[config.mk]
export PLATFORM = sky130hd
export DESIGN_NAME = booth_mult_seq
export DESIGN_NICKNAME = d
export VERILOG_FILES = /design/src/rtl/booth_pkg.sv /design/src/rtl/booth_digit_enc.sv /design/src/rtl/booth_mult_seq.sv
export SDC_FILE = /design/constraint.sdc
export NUM_CORES = 1
export LEC_CHECK = 0
export ABC_AREA = 1
export CAP_MARGIN = 30
export CORE_ASPECT_RATIO = 1.1
export CORE_MARGIN = 4
export CORE_UTILIZATION = 58
export DETAILED_ROUTE_END_ITERATION = 10
export PLACE_DENSITY = 0.81
export RECOVER_POWER = 25
export SLEW_MARGIN = 20
export SYNTH_ARGS = -nofsm -noshare
export SYNTH_HDL_FRONTEND = slang
export SYNTH_SLANG_ARGS = --single-unit
export TNS_END_PERCENT = 5
[constraint.sdc]
create_clock -name clk -period 4.5 [get_ports clk]
set_input_delay 0.9 -clock clk [delete_from_list [all_inputs] [get_ports clk]]
set_output_delay 0.9 -clock clk [all_outputs]
set_load 0.01 [all_outputs]
[src/rtl/booth_pkg.sv]
// Shared types for the sequential Booth multiplier: controller states,
// digit-select codes and a constant-evaluable clog2.
package booth_pkg;

  typedef enum logic [1:0] {IDLE, PRE, CALC, DONE} state_t;

  typedef enum logic [3:0] {
    NOP, ADDM, ADD2M, ADD3M, ADD4M, SUBM, SUB2M, SUB3M, SUB4M
  } sel_t;

  function automatic int clog2(input int v);
    int r;
    r = 0;
    for (int i = 0; i < 31; i++)
      if ((1 << i) < v) r = i + 1;
    return r;
  endfunction

endpackage

[src/rtl/booth_digit_enc.sv]
// Booth recoder: one overlapping window of the multiplier in, one multiple-select code out.
module booth_digit_enc
  import booth_pkg::*;
#(
  parameter int RADIX_LOG2 = 3
) (
  input  logic [RADIX_LOG2:0] q,
  output sel_t                sel
);

  generate
    if (RADIX_LOG2 == 2) begin : g_r4
      always_comb begin
        sel = NOP;
        case (q)
          3'b001, 3'b010: sel = ADDM;
          3'b011:         sel = ADD2M;
          3'b100:         sel = SUB2M;
          3'b101, 3'b110: sel = SUBM;
          default:        sel = NOP;
        endcase
      end
    end else begin : g_r8
      always_comb begin
        sel = NOP;
        case (q)
          4'b0001, 4'b0010: sel = ADDM;
          4'b0011, 4'b0100: sel = ADD2M;
          4'b0101, 4'b0110: sel = ADD3M;
          4'b0111:          sel = ADD4M;
          4'b1000:          sel = SUB4M;
          4'b1001, 4'b1010: sel = SUB3M;
          4'b1011, 4'b1100: sel = SUB2M;
          4'b1101, 4'b1110: sel = SUBM;
          default:          sel = NOP;
        endcase
      end
    end
  endgenerate

endmodule

[src/rtl/booth_mult_seq.sv]
// Sequential radix-4/radix-8 Booth multiplier: one recoded digit per clock through
// a single adder, with Start/Done/Busy handshake and synchronous abort.
module booth_mult_seq
  import booth_pkg::*;
#(
  parameter int WIDTH      = 8,
  parameter int RADIX_LOG2 = 3
) (
  input  logic               clk,
  input  logic               rst,
  input  logic               start,
  input  logic               abort,
  input  logic               signed_mode,
  input  logic [WIDTH-1:0]   a,
  input  logic [WIDTH-1:0]   b,
  output logic               busy,
  output logic               done,
  output logic [2*WIDTH-1:0] product
);

  localparam int EXT   = WIDTH + 1;
  localparam int STEPS = (EXT + RADIX_LOG2 - 1) / RADIX_LOG2;
  localparam int AW    = EXT + RADIX_LOG2;
  localparam int QW    = STEPS * RADIX_LOG2 + 1;
  localparam int CW    = (clog2(STEPS) < 1) ? 1 : clog2(STEPS);

  state_t                   state, state_n;
  logic signed [EXT-1:0]    m;
  logic signed [AW-1:0]     m3, acc;
  logic [QW-1:0]            q;
  logic [CW-1:0]            cnt;

  logic signed [EXT-1:0]    a_ext, b_ext;
  logic signed [QW-2:0]     b_wide;
  logic signed [AW-1:0]     m_wide, mag, addend, sum;
  logic signed [AW+QW-1:0]  shifted;
  logic                     neg, last;
  sel_t                     sel;

  assign a_ext  = {signed_mode & a[WIDTH-1], a};
  assign b_ext  = {signed_mode & b[WIDTH-1], b};
  assign b_wide = b_ext;
  assign m_wide = m;
  assign last   = (cnt == CW'(STEPS - 1));

  booth_digit_enc #(.RADIX_LOG2(RADIX_LOG2)) u_enc (
    .q   (q[RADIX_LOG2:0]),
    .sel (sel)
  );

  always_comb begin
    mag = '0;
    neg = 1'b0;
    case (sel)
      ADDM, SUBM:   mag = m_wide;
      ADD2M, SUB2M: mag = m_wide <<< 1;
      ADD3M, SUB3M: mag = m3;
      ADD4M, SUB4M: mag = m_wide <<< 2;
      default:      mag = '0;
    endcase
    neg = (sel == SUBM) || (sel == SUB2M) || (sel == SUB3M) || (sel == SUB4M);
  end

  assign addend  = neg ? -mag : mag;
  assign sum     = acc + addend;
  // ACC and Q form one long shift register; the shifted-out ACC bits land atop Q.
  assign shifted = $signed({sum, q}) >>> RADIX_LOG2;

  always_comb begin
    state_n = state;
    busy    = (state != IDLE);
    done    = (state == DONE);
    case (state)
      IDLE: if (start) state_n = (RADIX_LOG2 == 3) ? PRE : CALC;
      PRE:  state_n = abort ? IDLE : CALC;
      CALC: begin
        if (abort)     state_n = IDLE;
        else if (last) state_n = DONE;
      end
      DONE:    state_n = IDLE;
      default: state_n = IDLE;
    endcase
  end

  always_ff @(posedge clk or posedge rst) begin
    if (rst) begin
      state   <= IDLE;
      m       <= '0;
      m3      <= '0;
      acc     <= '0;
      q       <= '0;
      cnt     <= '0;
      product <= '0;
    end else begin
      state <= state_n;
      case (state)
        IDLE: if (start) begin
          m   <= a_ext;
          q   <= {b_wide, 1'b0};
          acc <= '0;
          cnt <= '0;
        end
        PRE: m3 <= m_wide + (m_wide <<< 1);
        CALC: begin
          acc <= shifted[AW+QW-1:QW];
          q   <= shifted[QW-1:0];
          cnt <= cnt + CW'(1);
          // Captured on the last step so Product is already valid while Done is high.
          if (last && !abort) product <= shifted[2*WIDTH:1];
        end
        default: ;
      endcase
    end
  end

endmodule

==> qor.txt <==
outcome -> finished, final reports clean
RSZ-0062 raised after global routing -> false
Tcrit/Tclk final -> 84.8%
clock sink total -> 59
Setup CP Type -> reg2reg
YS warnings -> 0
Crit. End Element -> flip-flop
Post-synth ARST share -> 100%
Routed Antenna Nets -> 0
RR Startpoint -> q[0]
post-synthesis cell count -> 507
syn_nets -> 555
# IOs -> 39
FF-to-FF setup slack -> 690 ps
Die Width -> 86.2 um
DRC errors left -> 0
Pins Over Slew Limit -> 0
Die Ht -> 94.0 um
Final HPWL DP -> 6.78 mm
Fin Hold WS -> 484 ps
number of synthesized register bits -> 59
Slew HR -> 2.70%
Final GP Congestion -> 0.947
ys flop type -> dfrtp_1
Hold Fails Final Rpt -> 0
hold worst-path end -> product[11]
Worst Path Arrival -> 4060 ps
Post-CTS Setup Bufs -> 0
total gr overflow -> 0
number of synthesized flops with an enable pin -> 0
Seq/Total Area, Yosys -> 37.9%
Synth-to-Final Area Change -> 16.8%
FP Rows -> 31
cell repeated most along the worst path -> nand2_1
vias in the first global route -> 3,226
via count -> 3,373
1st-pass router iterations -> 4
Final Core Density -> 69.4%
CTS Root Cell -> clkbuf_8
Crit Reg-Reg Endpoint -> acc[7]
clk buf depth -> 2
IO buf count -> 38
# setup viols final -> 0
Setup crit start kind -> flip-flop
Bufs and invs on worst path -> 2
Starting Density -> 59.5%
layout cells sized above 1 -> 10.7%
Worst-Margin Slew -> 1460 ps
Post-Route Setup TNS -> 0 ps
DR iter-0 viols -> 177
initial antenna violation count -> 0
Worst path max stage delay -> 400 ps
Fin Clk Skew -> 11.8 ps
full die area -> 8100 um2
Hold Crit Class -> reg2reg
Via density -> 5.33
core area -> 6560 um2
library cells used by synthesis -> 37
n_diodes -> 0
clk_lat worst skew -> 350 ps
first-pass GRT wire length -> 15.2 mm
worst-path fanout max -> 11
register area -> 1480 um2
nets@finish -> 594
Post-Synth XOR/XNOR Area -> 4.04%
simple-gate share of the synthesized area -> 30.6%
crit-path leading delay family -> simple AND/OR/NAND/NOR gates
total track usage -> 24.3%
Syn Std Cell Area -> 3900 um2
Detailed Route WL -> 8.89 mm
hold path depth -> 2
R2R depth -> 27
Reg clk slew, reported paths -> 70 ps
largest net degree at the start of global routing -> 39
crit path time final -> 3810 ps
main combinational cell family by area after synthesis -> simple AND/OR/NAND/NOR gates
Num CTS Buffers -> 9
WL per Instance -> 14.1 um
hold path start -> product[11]
Synth Area in Adders -> 9.05%
Critical Path RT -> 4740 ps
TritonCTS clock tree -> built
Max Cap Viol -> 0
post-synthesis mux area share -> 0%
layout filler cell count -> 532
Synth Area in Compound Gates -> 10.9%
htree depth -> 3
Max Fclk -> 262 MHz
footprint of the multi-input gates -> 2130 um2
Crit-path slowest cell -> dfrtp_1
synthesized area per cell -> 7.69 um2
per-layer routing:
layer | GRT usage [%] | share of wire, % | vias up
met5 | 0 | 0 | -
met4 | 10.0 | 2.3 | 0
met3 | 6.75 | 5.7 | 17
met2 | 40.1 | 50 | 96
met1 | 29.9 | 42 | 1535
li1 | - | - | 1725
area by class of cell:
cell class	instances	share of cell area, %
well taps	82	2.25
clock inverters	5	1.35
multi-input cells	375	46.9
flip-flops and latches	59	32.4
clock buffers	11	3.11
repair buffers	43	9.18
inverters	58	4.78
per-stage QoR:
stage,setup WS [ps],cells,instance area [um2]
global placement,793,617,4340
CTS,557,633,4550
finish,686,633,4550
global route,154,633,4550
detailed placement,611,617,4340
floorplan,1010,507,3900
placed cells by master (no fill, tap or decap), types with 3 or more instances in the layout:
| cell type | netlist | layout |
|---|---|---|
| xor2_1 | 11 | 11 |
| nand2_2 | 14 | 14 |
| clkbuf_8 | 1 | 10 |
| nand3_1 | 20 | 19 |
| a21oi_1 | 13 | 13 |
| nand3_2 | 3 | 4 |
| a31oi_1 | 3 | 3 |
| inv_1 | 56 | 56 |
| nor2_4 | 10 | 10 |
| xnor2_1 | 7 | 7 |
| clkinvlp_4 | 0 | 3 |
| dfrtp_1 | 59 | 59 |
| clkdlybuf4s50_1 | 0 | 36 |
| o31ai_1 | 4 | 4 |
| nor3_1 | 9 | 9 |
| nor2_1 | 32 | 32 |
| nand2_1 | 147 | 147 |
| o21ai_0 | 36 | 36 |
| nor2_2 | 4 | 4 |
| a221oi_1 | 7 | 7 |
| nand4_1 | 13 | 13 |
| ha_1 | 25 | 25 |
| buf_4 | 0 | 5 |
state kept, by name, summed over array words and instances (netlist names):
name,flops
acc,9
m3,11
q,10
product,16
cnt,2
state,2
m,9
kinds of logic after synthesis:
logic type / Yosys count
and+or+nand+nor: 257
adders and majority gates: 27
buffers and inverters: 73
AOI/OAI and AO/OA: 73
xor gates and xnor gates: 18
DFF: 59
synth_stat cells, types with 2 or more instances:
cell type	n	share of area, %
inv_2	2	0.19
xnor2_1	7	1.6
nor2_1	32	3.1
dfrtp_1	59	38
nor2_2	4	0.64
or2_2	2	0.32
nand4_1	13	2.1
o21ai_1	2	0.26
clkbuf_1	12	1.2
a221oi_1	7	1.6
o22ai_1	2	0.32
a21oi_1	13	1.7
nor3_1	9	1.2
fa_1	2	1.0
xor2_1	11	2.5
ha_1	25	8.0
nand2_2	14	2.2
nand3_1	20	2.6
nand2_1	147	14
nor2_4	10	2.9
inv_1	56	5.4
a31oi_1	3	0.48
o21ai_0	36	4.6
nand3_2	3	0.77
o31ai_1	4	0.77
timing repair:
item                       CTS  global route
hold buffers                 0             0
gates resized for setup      0             1
setup endpoints to repair    0             1
how the worst max path moves through the flow:
| stage | from | endpoint | cells after the start |
|---|---|---|---|
| floorplan | q[0] | acc[7] | 24 |
| global placement | q[0] | acc[7] | 25 |
| detailed placement | q[0] | acc[10] | 26 |
| CTS | q[0] | acc[7] | 25 |
| global route | q[0] | acc[7] | 27 |
| finish | q[0] | acc[7] | 27 |
worst reg2reg max path, delay by kind of cell (launching register included):
family,cells,cell delay [ps]
adder cells (fa/ha/maj),3,820
buffers and inverters,2,160
AND/OR/NAND/NOR,17,1710
flip-flops,1,400
XOR/XNOR,1,110
AO/OA/AOI/OAI,4,500
Power is left out: the tool's default activity adds up to more than one toggle a clock period on the data nets, which glitch-free logic cannot reach.
